==> src/rtl/vga_text_writer.sv <==
// Character-cell text writer: synchronises the datapath display strobe, queues characters
// in a small FIFO and writes them into the VGA text buffer with cursor, wrap and clear handling.
module vga_text_writer #(
    parameter int unsigned COLS       = 40,
    parameter int unsigned ROWS       = 30,
    parameter int unsigned FIFO_DEPTH = 8,
    parameter int unsigned ADDR_W     = 11
) (
    input  logic                      clk,
    input  logic                      reset,
    input  logic                      disp_strobe,
    input  logic [7:0]                disp_char,
    input  logic                      clear,
    output logic                      wr_en,
    output logic [ADDR_W-1:0]         wr_addr,
    output logic [7:0]                wr_data,
    output logic [$clog2(COLS)-1:0]   cursor_x,
    output logic [$clog2(ROWS)-1:0]   cursor_y,
    output logic                      busy,
    output logic                      overflow
);

    localparam int unsigned XW    = $clog2(COLS);
    localparam int unsigned YW    = $clog2(ROWS);
    localparam int unsigned PW    = $clog2(FIFO_DEPTH);
    localparam int unsigned CELLS = COLS * ROWS;

    typedef enum logic [1:0] {S_IDLE, S_WRITE, S_CLEAR} state_t;

    state_t state, state_next;

    // Strobe synchroniser and rising-edge detector
    logic strobe_meta, strobe_sync, strobe_prev;
    logic push_c;

    always_ff @(posedge clk) begin
        if (reset) begin
            strobe_meta <= 1'b0;
            strobe_sync <= 1'b0;
            strobe_prev <= 1'b0;
        end else begin
            strobe_meta <= disp_strobe;
            strobe_sync <= strobe_meta;
            strobe_prev <= strobe_sync;
        end
    end

    assign push_c = strobe_sync & ~strobe_prev;

    // Character FIFO; pointers carry one extra wrap bit to tell full from empty
    logic [7:0]  fifo_mem [FIFO_DEPTH];
    logic [PW:0] wr_ptr, rd_ptr;
    logic        empty_c, full_c, pop_c, do_push_c, drop_c;
    logic [7:0]  head_c;
    logic        clear_req;

    assign empty_c   = (wr_ptr == rd_ptr);
    assign full_c    = (wr_ptr[PW] != rd_ptr[PW]) && (wr_ptr[PW-1:0] == rd_ptr[PW-1:0]);
    assign head_c    = fifo_mem[rd_ptr[PW-1:0]];
    assign pop_c     = (state == S_IDLE) && !clear_req && !empty_c;
    assign do_push_c = push_c && (!full_c || pop_c);
    assign drop_c    = push_c && full_c && !pop_c;

    always_ff @(posedge clk) begin
        if (do_push_c) fifo_mem[wr_ptr[PW-1:0]] <= disp_char;
    end

    always_ff @(posedge clk) begin
        if (reset) begin
            wr_ptr <= '0;
            rd_ptr <= '0;
        end else begin
            if (do_push_c) wr_ptr <= wr_ptr + (PW+1)'(1);
            if (pop_c)     rd_ptr <= rd_ptr + (PW+1)'(1);
        end
    end

    // Action for the character at the FIFO head, evaluated against the current cursor
    logic [XW-1:0]     adv_x_c, act_x_c, nxt_x_c;
    logic [YW-1:0]     y_inc_c, adv_y_c, act_y_c, nxt_y_c;
    logic              act_we_c;
    logic [7:0]        act_data_c;
    logic [ADDR_W-1:0] act_addr_c;

    always_comb begin
        y_inc_c    = (cursor_y == YW'(ROWS-1)) ? '0 : cursor_y + YW'(1);
        adv_x_c    = (cursor_x == XW'(COLS-1)) ? '0 : cursor_x + XW'(1);
        adv_y_c    = (cursor_x == XW'(COLS-1)) ? y_inc_c : cursor_y;
        act_we_c   = 1'b1;
        act_x_c    = cursor_x;
        act_y_c    = cursor_y;
        act_data_c = head_c;
        nxt_x_c    = adv_x_c;
        nxt_y_c    = adv_y_c;
        if (head_c >= 8'h20 && head_c <= 8'h7E) begin
            act_data_c = head_c;
        end else if (head_c == 8'h0A || head_c == 8'h0D) begin
            act_we_c = 1'b0;
            nxt_x_c  = '0;
            nxt_y_c  = y_inc_c;
        end else if (head_c == 8'h08) begin
            act_data_c = 8'h20;
            if (cursor_x != '0) begin
                act_x_c = cursor_x - XW'(1);
            end else if (cursor_y != '0) begin
                act_x_c = XW'(COLS-1);
                act_y_c = cursor_y - YW'(1);
            end else begin
                act_we_c = 1'b0;
            end
            nxt_x_c = act_x_c;
            nxt_y_c = act_y_c;
        end else begin
            act_data_c = 8'h3F;
        end
        act_addr_c = ADDR_W'(act_y_c) * ADDR_W'(COLS) + ADDR_W'(act_x_c);
    end

    // FSM state register
    always_ff @(posedge clk) begin
        if (reset) state <= S_IDLE;
        else       state <= state_next;
    end

    logic sweep_last_c;
    assign sweep_last_c = (wr_addr == ADDR_W'(CELLS-1));

    // FSM next-state logic
    always_comb begin
        state_next = state;
        case (state)
            S_IDLE: begin
                if (clear_req)     state_next = S_CLEAR;
                else if (!empty_c) state_next = S_WRITE;
            end
            S_WRITE: state_next = S_IDLE;
            S_CLEAR: if (sweep_last_c) state_next = S_IDLE;
            default: state_next = S_IDLE;
        endcase
    end

    // FSM output logic: next values of the registered outputs
    logic              wr_en_d, busy_d, ovf_clr_c;
    logic [ADDR_W-1:0] wr_addr_d;
    logic [7:0]        wr_data_d;
    logic [XW-1:0]     cursor_x_d, pend_x, pend_x_d;
    logic [YW-1:0]     cursor_y_d, pend_y, pend_y_d;

    always_comb begin
        wr_en_d    = 1'b0;
        wr_addr_d  = wr_addr;
        wr_data_d  = wr_data;
        busy_d     = busy;
        cursor_x_d = cursor_x;
        cursor_y_d = cursor_y;
        pend_x_d   = pend_x;
        pend_y_d   = pend_y;
        ovf_clr_c  = 1'b0;
        case (state)
            S_IDLE: begin
                if (clear_req) begin
                    wr_en_d   = 1'b1;
                    wr_addr_d = '0;
                    wr_data_d = 8'h20;
                    busy_d    = 1'b1;
                end else if (!empty_c) begin
                    wr_en_d  = act_we_c;
                    pend_x_d = nxt_x_c;
                    pend_y_d = nxt_y_c;
                    if (act_we_c) begin
                        wr_addr_d = act_addr_c;
                        wr_data_d = act_data_c;
                    end
                end
            end
            S_WRITE: begin
                cursor_x_d = pend_x;
                cursor_y_d = pend_y;
            end
            S_CLEAR: begin
                if (sweep_last_c) begin
                    busy_d     = 1'b0;
                    cursor_x_d = '0;
                    cursor_y_d = '0;
                    ovf_clr_c  = 1'b1;
                end else begin
                    wr_en_d   = 1'b1;
                    wr_addr_d = wr_addr + ADDR_W'(1);
                    wr_data_d = 8'h20;
                end
            end
            default: ;
        endcase
    end

    always_ff @(posedge clk) begin
        if (reset) begin
            wr_en    <= 1'b0;
            wr_addr  <= '0;
            wr_data  <= 8'h20;
            busy     <= 1'b0;
            cursor_x <= '0;
            cursor_y <= '0;
            pend_x   <= '0;
            pend_y   <= '0;
        end else begin
            wr_en    <= wr_en_d;
            wr_addr  <= wr_addr_d;
            wr_data  <= wr_data_d;
            busy     <= busy_d;
            cursor_x <= cursor_x_d;
            cursor_y <= cursor_y_d;
            pend_x   <= pend_x_d;
            pend_y   <= pend_y_d;
        end
    end

    // Clear request latch (ignored while sweeping) and sticky overflow flag
    always_ff @(posedge clk) begin
        if (reset) begin
            clear_req <= 1'b0;
            overflow  <= 1'b0;
        end else begin
            if (state == S_IDLE && clear_req)  clear_req <= 1'b0;
            else if (clear && state != S_CLEAR) clear_req <= 1'b1;
            if (drop_c)         overflow <= 1'b1;
            else if (ovf_clr_c) overflow <= 1'b0;
        end
    end

endmodule

==> config.mk <==
export PLATFORM = sky130hd
export DESIGN_NAME = vga_text_writer
export DESIGN_NICKNAME = d
export VERILOG_FILES = /design/src/rtl/vga_text_writer.sv
export SDC_FILE = /design/constraint.sdc
export NUM_CORES = 1
export LEC_CHECK = 0
export CAP_MARGIN = 20
export CORE_ASPECT_RATIO = 0.6
export CORE_UTILIZATION = 50
export DETAILED_ROUTE_END_ITERATION = 7
export DONT_BUFFER_PORTS = 1
export MAX_ROUTING_LAYER = met4
export SLEW_MARGIN = 40
export SYNTH_ARGS = -nofsm -noshare
export SYNTH_HDL_FRONTEND = slang
export SYNTH_SLANG_ARGS = --single-unit
==> constraint.sdc <==
create_clock -name clk -period 6.7 [get_ports clk]
set_input_delay 0.67 -clock clk [delete_from_list [all_inputs] [get_ports clk]]
set_output_delay 0.67 -clock clk [all_outputs]
set_load 0.02 [all_outputs]
Word level (Yosys, flattened, before mapping)
Memories as Yosys holds them, arrays and structs flattened. A register that Yosys moved wholly into a read port is not among the register bits.
Cells that the tools add are included.

word-level totals
  output and inout port bits = 33
  register bits = 58
  memories = 1
  input port bits = 12
  RAM bits = 64

memories
  memory    depth  bits a word  rd ports  clocked after Yosys merged registers in  write ports  RTL line  source
  fifo_mem  8      8            1         1                                        1            51        logic [7:0] fifo_mem [FIFO_DEPTH];

operators by class
  $add $sub $neg = 8
  eq/ne operators = 17
  bitwise gates (word level) = 4
  mux-type cells = 60
  $mul = 1
  reduce and logical (&&, ||, !) cells = 27
  $lt $le $gt $ge = 2

operators with widths
  operator                 number
  $mux W5                  12
  $mux W6                  10
  $mux W8                  6
  $mux W11                 4
  $eq A8 B4 Y1 const B     3
  $pmux W11 S2             1
  $mux W1                  16
  $pmux W8 S2              1
  $pmux W6 S2              1
  $add A11 B1 Y11 const B  1
  $add A11 B6 Y11          1
  $eq A11 B11 Y1 const B   1
  $pmux W5 S2              1
  $logic_and A1 B1 Y1      9
  $add A4 B1 Y4 const B    2
  $ge A8 B6 Y1 const B     1
  $le A8 B7 Y1 const B     1
  $mul A5 B3 Y8 const B    1
  $ne A2 B2 Y1 const B     4
  $add A6 B1 Y6 const B    1
  $eq A6 B6 Y1 const B     1
  $mux W2                  3
  $mux W3                  2
  $ne A3 B3 Y1 const B     2
  other kinds (23)         34

Depth between registers and ports, before layout
Gate-level depths: netlist of run 1.

  depth after elaboration = 12
  gate-level depth with buffers = 21

Worst setup path after synthesis of run 1
OpenSTA, ideal clock, no wires.

  kind = register -> register
  start = register with a tool-made name
  end = register wr_addr[10]
  clock period less this slack = 5.187 ns
  buffers on the path = 5
  path slack = 1.513 ns
  arrival time = 5.113 ns
  stages on the path, launching flop included = 21
  required time = 6.626 ns
  cells stage by stage = dfxtp_1 -> buf_4 -> clkbuf_1 -> mux4_2 -> mux2_2 -> or4_4 -> buf_6 -> or2_1 -> buf_2 -> buf_2 -> o21ai_0 -> ha_1 -> ha_1 -> inv_1 -> fa_1 -> or4b_2 -> a21oi_1 -> a211o_1 -> mux2i_1 -> or3_1 -> a31oi_1

RTL lines
  item                  RTL line  source
  end signal, assigned  208       wr_addr <= wr_addr_d;
  end, declared         15        output logic [ADDR_W-1:0] wr_addr,

==> results of run 1 <==
per-stage QoR:
stage / utilization, % / hold WS (ps)
final: 57.4 / 336
after global routing: 57.4 / 315
after CTS: 57.4 / 311
after detailed placement: 52.8 / 445
after global placement: 52.5 / 419
after floorplan: - / 414
final timing paths:
check	endpoint	slack [ps]	cells after the start
min reg2reg	cursor_y[3]	450	2
max reg2reg	wr_addr[10]	730	16
min	wr_addr[1]	340	1
max	wr_addr[10]	730	16
final cells by class:
type	count	share of cell area, %
Inverter	18	0.957
Sequential cell	125	44.5
Clock buffer	17	6.02
Clock inverter	15	2.07
Timing Repair Buffer	5	0.532
Tap cell	165	2.92
Multi-Input combinational cell	417	43.0
layer usage:
layer	vias up	GRT usage (%)
met5	-	-
met4	0	8.76
met3	19	7.16
met2	208	32.2
met1	2298	41.5
li1	2185	-
sequential cells by signal, indices dropped and copies added, names as in the netlist, named ones only:
register and cells:
strobe_prev 1, state 2, cursor_y 5, wr_addr 11, strobe_sync 1, fifo_mem 64, busy 1, rd_ptr 4
pend_y 5, wr_ptr 4, cursor_x 6, strobe_meta 1, pend_x 6, wr_en 1, wr_data 8, clear_req 1
overflow 1
cells in the mapped netlist (all sizes together), types with 4 or more instances:
library cell  number
edfxtp            64
dfxtp             61
nor2              58
nand2             45
a21oi             40
clkbuf            25
o21ai             23
nand3             21
inv               18
nor3              18
ha                17
mux4              16
xnor2             15
buf               13
mux2i             13
nand2b            12
a211oi            10
nor2b              9
xor2               9
mux2               7
nor4               7
o31ai              7
or3                7
nand4              6
or2                6
a31oi              5
a22oi              4
o211ai             4
o2bb2ai            4
or4                4
worst max-delay path: cells and delay by family, from the launching register on:
| kind | cells | cell delay, ps |
|---|---|---|
| AO/OA/AOI/OAI | 4 | 610 |
| adder cells (fa/ha/maj) | 3 | 920 |
| buffers and inverters | 1 | 70 |
| flip-flops | 1 | 740 |
| multiplexers | 3 | 1090 |
| AND/OR/NAND/NOR | 5 | 2470 |
cell families after synthesis:
group | count (synthesis) | synth area share (%)
buffers and inverters | 56 | 4.95
multiplexers | 36 | 9.18
flip-flops | 125 | 48.7
adder cells (fa/ha/maj) | 19 | 3.92
AO/OA/AOI/OAI | 125 | 12.8
XOR/XNOR | 24 | 3.26
AND/OR/NAND/NOR | 213 | 17.1
power groups by stage:
| stage | Combinational, µW | Clock [µW] | Sequential, µW |
|---|---|---|---|
| 6_report | 480 | 891 | 983 |
| 5_1_grt | 520 | 943 | 992 |
| 4_1_cts | 475 | 902 | 981 |
| 3_5_place_dp | 468 | 0 | 997 |
| 3_3_place_gp | 451 | 0 | 993 |
| 2_1_floorplan | 428 | 0 | 950 |
==> results.json, run 1 <==
{
  "critPathLaunchType": "register",
  "pwr-share-clk_pct": 37.9,
  "cts_buffers": 17,
  "cp-end-kind": "register",
  "wl_per_cell_um": 21.4,
  "design_area_um2": 7060,
  "async_flop_share_pct": 0,
  "synthTopCellsByArea": "edfxtp_1 (30%), dfxtp_1 (19%), mux4_2 (3.5%)",
  "h-tree-depth": 4,
  "crit_top_cell": "ha_1",
  "yosys_warnings": 0,
  "place_ws_ps": 771,
  "multi_input_area_um2": 3040,
  "status": "completed",
  "crit_slowest_cell": "dfxtp_1",
  "drtIter0Drc": 417,
  "seq_power_share_pct": 41.8,
  "setup-violations-final": 0,
  "antenna_found_initial": 0,
  "synth_edf_count": 64,
  "synth.largest_area_cell": "edfxtp_1",
  "p_leak_uw": 0.00241,
  "drc": 0,
  "fin_crit_sh_pct": 89.1,
  "comb_power_share_pct": 20.4,
  "ant_nets": 0,
  "clk_path_buf_depth": 2,
  "grt_pass1_wl_um": 25800,
  "slew_headroom_pct": 42.3,
  "cp.required_ps": 7040,
  "mostFrequentLayoutCells": "edfxtp_1 (64), dfxtp_1 (61), nor2_1 (50)",
  "io_pins": 45,
  "via_count": 4710,
  "fillers": 1009,
  "final_nets": 615,
  "finalNonFillerCells": 762,
  "worstPathArrival_ps": 6310,
  "hold_viol_final": 0,
  "clkLatencyLatePin_ps": 410,
  "drive_above_1_share_pct": 12.9,
  "cts.sinks": 125,
  "wl_met2_um": 6170,
  "post-place-cells": 730,
  "p_int_uw": 1610,
  "final_common_cell": "edfxtp_1",
  "rsz0062_at_grt": "false",
  "min_from": "reset",
  "n_antenna_cell": 0,
  "layout_setup_ws_ps": 728,
  "initial_core_util_pct": 52.4,
  "avgViaCountPerCell": 6.18,
  "grt_util_all_layers_pct": 26.6,
  "top_layer": "met4",
  "power_density_nw_per_um2": 333,
  "ys_types": 76,
  "tightest_slew_ps": 857,
  "port_buffers": 0,
  "ys_seq_area_share_pct": 48.7,
  "maxCapViolations": 0,
  "peakVddDrop_uv": 184,
  "dominantRegCellSynth": "edfxtp_1",
  "synth_area_um2": 6450,
  "die_w_um": 149,
  "cts-root-buf": "clkbuf_16",
  "synth-seq-cells": 125,
  "fin_tns_setup_ps": 0,
  "ctsResizeCount": 0,
  "hpwl_um": 11500,
  "core_um2": 12300,
  "critPathMaxStageDelay_ps": 740,
  "die_y_um": 90.0,
  "die_area_um2": 13400,
  "cts_tree": "done",
  "overflow": 0,
  "regArea_um2": 3140,
  "crit_fanout": 18,
  "fmax_ghz": 0.167,
  "place_congestion": 0.913,
  "finalPower_uw": 2350,
  "wl_met1_um": 8550,
  "post-cts-setup-buffers": 0,
  "p_switching_uw": 748,
  "synth.top_cell.area_share_pct": 29.8,
  "place_area_um2": 6490,
  "synth_nets": 629,
  "p_sw_share_pct": 31.8,
  "crit_chain": "mux4_1 -> mux2_2 -> or4_4 -> or2_1 -> nor4_2 -> a21o_1 -> ha_1 -> ha_1 -> inv_1 -> fa_1 -> or4b_2 -> a21oi_1 -> a211o_1 -> mux2i_1 -> or3_1 -> a31oi_1",
  "clk_pin_slew_ps": 60,
  "hold_class": "in2reg",
  "grt_pass1_vias": 4446,
  "synthCells": 598,
  "grt_max_degree": 61,
  "hold_buffers": 0,
  "wirelength_um": 16300,
  "skew_ps": 8.44,
  "rows": 31,
  "layout_min_cycle_time_ps": 5970,
  "firstDrtPassIters": 5,
  "critical_path_class": "reg2reg",
  "met3_length_um": 1450,
  "report.final.slew_viol_count": 0,
  "syn_area_per_cell_um2": 10.8,
  "areaGrowthSynthToFinish_pct": 9.53
}
No activity file was read; power rests on OpenSTA's default activity.
==> inputs of run 2 (changes only) <==
- SETUP_SLACK_MARGIN: unset -> 0.15
==> results of run 2 <==
The final DEF is identical to that of run 1; final timing and power are the same.
